<file path="config.mk">
export PLATFORM = sky130hd
export DESIGN_NAME = prog_loader
export DESIGN_NICKNAME = d
export VERILOG_FILES = /design/src/rtl/prog_loader.sv
export SDC_FILE = /design/constraint.sdc
export NUM_CORES = 1
export LEC_CHECK = 0
export ABC_CLOCK_PERIOD_IN_PS = 2780
export BUFFER_PORTS_ARGS = -buffer_cell sky130_fd_sc_hd__buf_2
export CAP_MARGIN = 20
export CORE_MARGIN = 1
export CORE_UTILIZATION = 25
export DETAILED_ROUTE_END_ITERATION = 6
export HOLD_SLACK_MARGIN = 0.06
export SLEW_MARGIN = 20
export SYNTH_ARGS = -nofsm -noshare
export SYNTH_HDL_FRONTEND = slang
export SYNTH_SLANG_ARGS = --single-unit
export TNS_END_PERCENT = 5
</file>
<file path="constraint.sdc">
create_clock -name clk -period 2.78 [get_ports clk]
set_input_delay 0.278 -clock clk [delete_from_list [all_inputs] [get_ports clk]]
set_output_delay 0.278 -clock clk [all_outputs]
set_load 0.01 [all_outputs]
</file>
<file path="src/rtl/prog_loader.sv">
// prog_loader: UART (8N1) boot loader writing a length-prefixed stream of 32-bit words into program memory.
// Optional LOADER_CHECKSUM_EN: a trailing XOR checksum byte is required before start_out.
module prog_loader #(
  parameter int CLKS_PER_BIT = 434,
  parameter int MAX_WORDS = 256
) (
  input  logic        clk,
  input  logic        rst,
  input  logic        load_en,
  input  logic        rx,
  output logic [7:0]  mem_address,
  output logic [31:0] mem_data,
  output logic        mem_wren,
  output logic        start_out,
  output logic        busy,
  output logic [8:0]  word_count,
  output logic        err
);
  localparam int CW = $clog2(CLKS_PER_BIT + 1);
  localparam logic [CW-1:0] FULL = CW'(CLKS_PER_BIT - 1);
  localparam logic [CW-1:0] HALF = CW'(CLKS_PER_BIT / 2 - 1);
  typedef enum logic [1:0] {R_IDLE, R_START, R_DATA, R_STOP} rx_st_t;
  typedef enum logic [2:0] {IDLE, GET_LEN, GET_BYTE, WRITE, WRITE_HOLD, CHECK, DONE, ERR} st_t;
  rx_st_t rs, rs_n;
  st_t state, state_n;
  logic rx_s1, rx_s2, rx_d;
  logic [CW-1:0] cnt;
  logic [2:0] bit_idx;
  logic [7:0] sh;
  logic tick, byte_valid, frame_err;
  logic pend, take, active;
  logic [7:0] pend_byte;
  logic [1:0] idx;
  logic [8:0] n_words, n_len;
`ifdef LOADER_CHECKSUM_EN
  logic [7:0] chk;
`endif

  always_ff @(posedge clk or negedge rst)
    if (!rst) {rx_s1, rx_s2, rx_d} <= 3'b111;
    else {rx_s1, rx_s2, rx_d} <= {rx, rx_s1, rx_s2};

  assign tick = cnt == (rs == R_START ? HALF : FULL);

  always_ff @(posedge clk or negedge rst)
    if (!rst) rs <= R_IDLE;
    else rs <= rs_n;

  always_comb begin
    rs_n = rs;
    byte_valid = 1'b0;
    frame_err = 1'b0;
    case (rs)
      R_IDLE:  if (rx_d && !rx_s2) rs_n = R_START;
      R_START: if (tick) rs_n = rx_s2 ? R_IDLE : R_DATA;
      R_DATA:  if (tick && bit_idx == 3'd7) rs_n = R_STOP;
      default: if (tick) begin
        rs_n = R_IDLE;
        byte_valid = rx_s2;
        frame_err = !rx_s2;
      end
    endcase
  end

  always_ff @(posedge clk or negedge rst)
    if (!rst) begin
      cnt <= '0;
      bit_idx <= 3'd0;
      sh <= 8'd0;
    end else begin
      cnt <= (tick || rs == R_IDLE) ? '0 : cnt + 1'b1;
      bit_idx <= rs != R_DATA ? 3'd0 : bit_idx + 3'(tick);
      if (rs == R_DATA && tick) sh <= {rx_s2, sh[7:1]};
    end

  assign active = state inside {GET_LEN, GET_BYTE, WRITE, WRITE_HOLD, CHECK};
  assign busy = state inside {GET_BYTE, WRITE, WRITE_HOLD, CHECK};
  assign mem_wren = state == WRITE;
  assign n_len = {1'b0, pend_byte} + 9'd1;

  always_ff @(posedge clk or negedge rst)
    if (!rst) state <= IDLE;
    else state <= state_n;

  always_comb begin
    state_n = state;
    take = 1'b0;
    case (state)
      IDLE:       state_n = GET_LEN;
      GET_LEN:    if (pend) begin
        take = 1'b1;
        state_n = n_len > 9'(MAX_WORDS) ? ERR : GET_BYTE;
      end
      GET_BYTE:   if (pend) begin
        take = 1'b1;
        if (idx == 2'd3) state_n = WRITE;
      end
      WRITE:      state_n = WRITE_HOLD;
      WRITE_HOLD: state_n = word_count + 9'd1 == n_words ? CHECK : GET_BYTE;
`ifdef LOADER_CHECKSUM_EN
      CHECK:      if (pend) begin
        take = 1'b1;
        state_n = pend_byte == chk ? DONE : ERR;
      end
`else
      CHECK:      state_n = DONE;
`endif
      default:    ;
    endcase
    if (frame_err && active) state_n = ERR;
    if (!load_en) state_n = IDLE;
  end

  // A received byte waits in pend until a consuming state takes it, bridging the write cycles
  always_ff @(posedge clk or negedge rst)
    if (!rst) begin
      pend <= 1'b0;
      pend_byte <= 8'd0;
      n_words <= 9'd0;
      word_count <= 9'd0;
      idx <= 2'd0;
      mem_address <= 8'd0;
      mem_data <= 32'd0;
      start_out <= 1'b0;
      err <= 1'b0;
    end else begin
      if (!load_en || state inside {IDLE, DONE, ERR}) pend <= 1'b0;
      else if (byte_valid) pend <= 1'b1;
      else if (take) pend <= 1'b0;
      if (byte_valid) pend_byte <= sh;
      if (take && state == GET_LEN) begin
        n_words <= n_len;
        word_count <= 9'd0;
        idx <= 2'd0;
        mem_address <= 8'd0;
      end
      if (take && state == GET_BYTE) begin
        mem_data[{idx, 3'b000} +: 8] <= pend_byte;
        idx <= idx + 2'd1;
      end
      if (state == WRITE_HOLD) begin
        word_count <= word_count + 9'd1;
        mem_address <= mem_address + 8'd1;
      end
      start_out <= state_n == DONE && state != DONE;
      if (state_n == ERR && state != ERR) err <= 1'b1;
      else if (state_n == GET_LEN && state != GET_LEN) err <= 1'b0;
    end

`ifdef LOADER_CHECKSUM_EN
  always_ff @(posedge clk or negedge rst)
    if (!rst) chk <= 8'd0;
    else if (take && state == GET_LEN) chk <= pend_byte;
    else if (take && state == GET_BYTE) chk <= chk ^ pend_byte;
`endif
endmodule
</file>
==> results.cfg, run 1 <==
[routing]
dr.pass1.iters = 5
vias = 3556
ant_nets = 0
wl_per_cell_um = 13.67
drtIter0Drc = 226
drc = 0
viasPerCell = 4.559
wl_um = 10670

[floorplan]
fp.dieH_um = 139.5
core-area_um2 = 18270
num_io_pins = 57
die_area_um2 = 19470
start_util_pct = 25.89
die_w_um = 139.5
fp-row-count = 49

[setup_path]
critPathLaunchType = flip-flop
regToRegSetupSlack_ns = 0.33
critPathSlowestCell = or4_4
r2r_end = pend
r2r_cells = 7
cp_common_cell = and3_1
critPathBufInv = 0
path_delay_family = simple AND/OR/NAND/NOR gates
end_kind = flip-flop
slowest_delay_ns = 0.51
cp_cell_sequence = nand2b_2 > or4_4 > nand2_1 > and3_1 > and3_1 > o21ai_0 > a221oi_1
arrival_ns = 2.69
critPathKind = flip-flop to flip-flop
worstPathRequired_ns = 3.02
crit_fanout = 11
timing.rr.start = rs[1]

[placement]
place_ws_ns = 0.3158
dp_hpwl_um = 7416
portBuffers = 56
gp_congestion = 0.7668

[hold_path]
holdCritPathClass = input port to flip-flop
hold_depth = 2
whs_endpoint = state[0]
worstHoldStart = load_en

[timing]
max_freq_mhz = 408.2
slew_headroom_pct = 56.50
drv_slew = 0
tns_ns = 0
rsz0062_at_grt = false
layout_setup_ws_ns = 0.3300
final_hold_viol_count = 0
period_minus_slack_ns = 2.450
setup_viol = 0
worst_pin_slew_ns = 0.6512
worst_clock_skew_ns = 0.005999
min_period_over_period_pct = 88.13

[pwr]
ir_worst_vdd_mv = 0.2419
internal_power_w = 0.002414
seqPwrFrac_pct = 50.5
power_switching_w = 0.0007026
power_w = 0.003117
cellLeakagePower_nw = 2.647
power.density_nw_per_um2 = 549.1
combPwrFrac_pct = 5.7
p_clk_share_pct = 43.7
sw_frac_of_total_pct = 22.54

[run_status]
status = finished, final reports clean

[layout]
nNetsFinal = 562
nFillCells = 1894
diodes = 0
regArea_um2 = 2481
syn2layout_area_growth_pct = 20.03
drive_gt1_share_pct = 21.23
fin_util_pct = 31.07
multi_input_area_um2 = 2116

[synthesis]
yosysMostFrequentCell = nand2_1
synth_top_area_share_pct = 50.79
yosysTopAreaCell = dfrtp_1
synth_area_leaders = dfrtp_1 (51%), nand2_1 (7.9%), o21ai_0 (7.0%)
synthTopCellsByCount = nand2_1 (100), dfrtp_1 (96), o21ai_0 (66)
ys_seq_area_share_pct = 52.46
syn_area_per_cell_um2 = 9.712
synth_nets = 503
yosys_warnings = 0
ys_ff_latch = 99
async_flop_share_pct = 100.0
ys.flop_type = dfrtp_1
netlist_instances = 487
syn_area_um2 = 4730
synth_cell_type_count = 55
synth_edf_count = 0

[cts]
ctsResizeCount = 0
clk_pin_slew_ns = 0.06
cts_sinks = 99
insertion_delay_ns = 0.35
cts_made_buffers = 9
clk_path_buf_depth = 2
htree_levels = 3
clockRootBuffer = clkbuf_16
cts_tree = built

[global_route]
grt_pass1_wl_um = 17640
grt_max_degree = 42
grt.overflow.total = 0
grt_pass1_vias = 3364
antenna_found_initial = 0
grt.total_usage_pct = 11.49

[job]
max-cap-violations = 0
[per-stage QoR]
step	area, um2	hold WS [ns]	std cells
finish	5677	0.2336	780
global route	5677	0.2362	780
global placement	5329	0.2984	762
floorplan	4730	-0.01759	487
CTS	5677	0.2196	780
detailed placement	5329	0.2972	762
[how the worst max path moves through the flow]
stage	from	endpoint	cells after the start	slack (ns)
floorplan	word_count[0]	err	9	0.52
global placement	rs[1]	pend_byte[4]	6	0.39
detailed placement	rs[1]	pend_byte[3]	6	0.32
CTS	rs[1]	pend_byte[5]	6	0.31
global route	rs[1]	pend	7	0.10
finish	rs[1]	pend	7	0.33
[cells by family (layout without fill, tap and decap cells)]
group / Yosys count / after routing / synth area share, %
AND/OR/NAND/NOR: 200 / 200 / 19.82
adder cells (fa/ha/maj): 12 / 12 / 3.175
buffers and inverters: 33 / 97 / 2.804
flip-flops: 99 / 99 / 52.46
XOR/XNOR: 28 / 28 / 5.185
AO/OA/AOI/OAI: 97 / 97 / 12.30
multiplexers: 18 / 18 / 4.259
[flip-flops by register name, indices dropped and copies added, names as in the netlist, 2 cells and up]
register     cells
idx              2
rs               2
sh               8
mem_data        32
word_count       9
state            3
mem_address      8
pend_byte        8
n_words          9
bit_idx          3
cnt              9
[worst reg2reg max path: stages (launching register included)]
cell and delay, ns:
dfrtp_1 0.47, nand2b_2 0.22, or4_4 0.51, nand2_1 0.09, and3_1 0.20, and3_1 0.46, o21ai_0 0.15, a221oi_1 0.26
[per-layer routing]
| metal | vias up | routed length, um | GRT usage, % | share of wire [%] |
|---|---|---|---|---|
| met5 | - | 0 | 0 | 0 |
| met2 | 61 | 4982 | 18.41 | 47 |
| met4 | 0 | 60 | 2.487 | 0.56 |
| met3 | 8 | 466 | 3.338 | 4.4 |
| li1 | 1797 | - | - | - |
| met1 | 1690 | 5156 | 15.33 | 48 |
[layout by cell type, fill, tap and decap left out, types with 4 or more instances in the layout]
master	Yosys	routed
o21ai_0	66	66
buf_4	1	17
nand2_1	100	100
inv_1	6	6
nor2_1	31	31
buf_2	4	55
a21oi_1	4	4
nor3b_1	6	6
dfrtp_1	96	96
nand4_1	9	9
nand3_1	18	18
xor2_1	14	14
ha_1	12	12
mux2_2	17	17
clkbuf_16	0	9
nor3_1	6	6
and3_1	11	11
xnor2_1	14	14
[power by group through the flow]
stage	registers, W	clock network (W)	logic, W
floorplan	0.00158	0	0.000119
global placement	0.00160	0	0.000177
detailed placement	0.00160	0	0.000181
CTS	0.00157	0.00142	0.000184
global route	0.00158	0.00147	0.000209
finish	0.00158	0.00136	0.000178
[repair_timing]
action                                  CTS  global route
hold buffers                              2             0
endpoints found under the setup margin    0             0
endpoints found under the hold margin    39             0
setup buffers                             0             0
[layout make-up]
| class | instances | share of cell area, % |
|---|---|---|
| tap | 229 | 5.047 |
| sequential | 99 | 43.71 |
| clock inverter | 5 | 1.322 |
| timing repair buffer | 75 | 7.803 |
| clock buffer | 11 | 4.452 |
| multi-input combinational | 355 | 37.27 |
| inverter | 6 | 0.3967 |
(Power assumes the default switching activity.)
==> run 2: changes to the inputs <==
--- a/config.mk
+++ b/config.mk
@@ -12,6 +12,7 @@
 export CORE_UTILIZATION = 25
 export DETAILED_ROUTE_END_ITERATION = 6
 export HOLD_SLACK_MARGIN = 0.06
+export MAX_ROUTING_LAYER = met4
 export SLEW_MARGIN = 20
 export SYNTH_ARGS = -nofsm -noshare
 export SYNTH_HDL_FRONTEND = slang
==> results.cfg, run 2 (synthesis results as in run 1) <==
[pwr]
power.density_nw_per_um2 = 549.1
ir_worst_vdd_mv = 0.2404
cellLeakagePower_nw = 2.647

[layout]
fin_util_pct = 31.07
diodes = 0
layout_commonest_cell = nand2_1
syn2layout_area_growth_pct = 20.03
drive_gt1_share_pct = 21.23
regMostFlops = mem_data
final_cell_mix = nand2_1 (100), dfrtp_1 (96), o21ai_0 (66)
nFillCells = 1894
nNetsFinal = 562
largest_reg_flops = 32

[floorplan]
start_util_pct = 25.89
fp-row-count = 49
core-area_um2 = 18270
die_area_um2 = 19470
num_io_pins = 57
fp.dieH_um = 139.5
die_w_um = 139.5

[run_status]
status = finished, final reports clean

[hold_path]
worstHoldStart = load_en
hold_depth = 2
whs_endpoint = state[0]
holdCritPathClass = input port to flip-flop

[timing]
worst_pin_slew_ns = 0.6509
tns_ns = 0
setup_viol = 0
slew_headroom_pct = 56.52
period_minus_slack_ns = 2.448
drv_slew = 0
whs_ns = 0.2294
final_hold_viol_count = 0
worst_clock_skew_ns = 0.006092
max_freq_mhz = 408.4
min_period_over_period_pct = 88.07
rsz0062_at_grt = false

[setup_path]
r2r_cells = 6
critPathLaunchType = flip-flop
critPathKind = flip-flop to flip-flop
worstPathRequired_ns = 3.01
r2r_end = pend_byte[5]
timing.rr.start = rs[1]
crit_fanout = 11
regToRegSetupSlack_ns = 0.33
arrival_ns = 2.68
end_kind = flip-flop

[routing]
ant_nets = 0
wl_um = 10620
viasPerCell = 4.528
drc = 0
vias = 3532
drtIter0Drc = 229
dr.pass1.iters = 4
wl_per_cell_um = 13.61

[global_route]
grt.overflow.total = 0
grt_pass1_vias = 3352
grt_max_degree = 42
antenna_found_initial = 0
grt_pass1_wl_um = 17640
grt.total_usage_pct = 11.81

[placement]
gp_congestion = 0.7771
portBuffers = 56
dp_hpwl_um = 7416

[job]
max-cap-violations = 0

[cts]
insertion_delay_ns = 0.35
cts_made_buffers = 9
clockRootBuffer = clkbuf_16
clk_pin_slew_ns = 0.06
cts_post_setup_buffers_inserted = 0
clk_path_buf_depth = 2
htree_levels = 3
cts_tree = built
cts_sinks = 99
run 2: cell counts in the layout (fill, tap and decap cells not counted):
No cell type changed its count.
run 2: what timing repair did:
action,in CTS,in global routing
resized for setup,0,0
hold buffers,2,0
hold endpoints to repair,39,0
run 2: cell type report:
type                       instances  area [um2]  area share [%]
multi-input combinational        355        2116           37.27
clock inverter                     5       75.07           1.322
inverter                           6       22.52          0.3967
clock buffer                      11       252.7           4.452
sequential                        99        2481           43.71
tap                              229       286.5           5.047
timing repair buffer              75       442.9           7.803
run 2: worst max path at each step:
stage	slack, ns	end	cells past startpoint	start
5_1_grt	0.10	pend	7	rs[1]
4_1_cts	0.31	pend_byte[5]	6	rs[1]
6_report	0.33	pend_byte[5]	6	rs[1]
3_3_place_gp	0.39	pend_byte[4]	6	rs[1]
2_1_floorplan	0.52	err	9	word_count[0]
3_5_place_dp	0.32	pend_byte[3]	6	rs[1]
run 2: worst max-delay path: stages (launching register included):
cell	delay (ns)
dfrtp_1	0.47
nand2b_2	0.22
or4_4	0.51
nand2_1	0.09
and3_1	0.20
and3_1	0.46
mux2_2	0.39
run 2: per-layer routing:
layer,vias up,GRT usage (%),routed length (um)
met1,1668,15.30,5072
met5,-,-,0
met2,61,18.33,4973
met4,0,2.487,88
li1,1793,-,-
met3,10,3.338,483
run 2: power by group:
group	switching [W]	internal (W)	total (W)
Sequential	0.0000765	0.00150	0.00158
Combinational	0.0000950	0.0000829	0.000178
Clock	0.000531	0.000833	0.00136
run 2: through the flow:
step / total power, W / cells / area, um2 / setup slack [ns]
detailed placement: 0.001781 / 762 / 5329 / 0.3158
floorplan: 0.001700 / 487 / 4730 / 0.5246
global placement: 0.001774 / 762 / 5329 / 0.3854
global route: 0.003260 / 780 / 5677 / 0.1029
finish: 0.003117 / 780 / 5677 / 0.3317
CTS: 0.003173 / 780 / 5677 / 0.3050
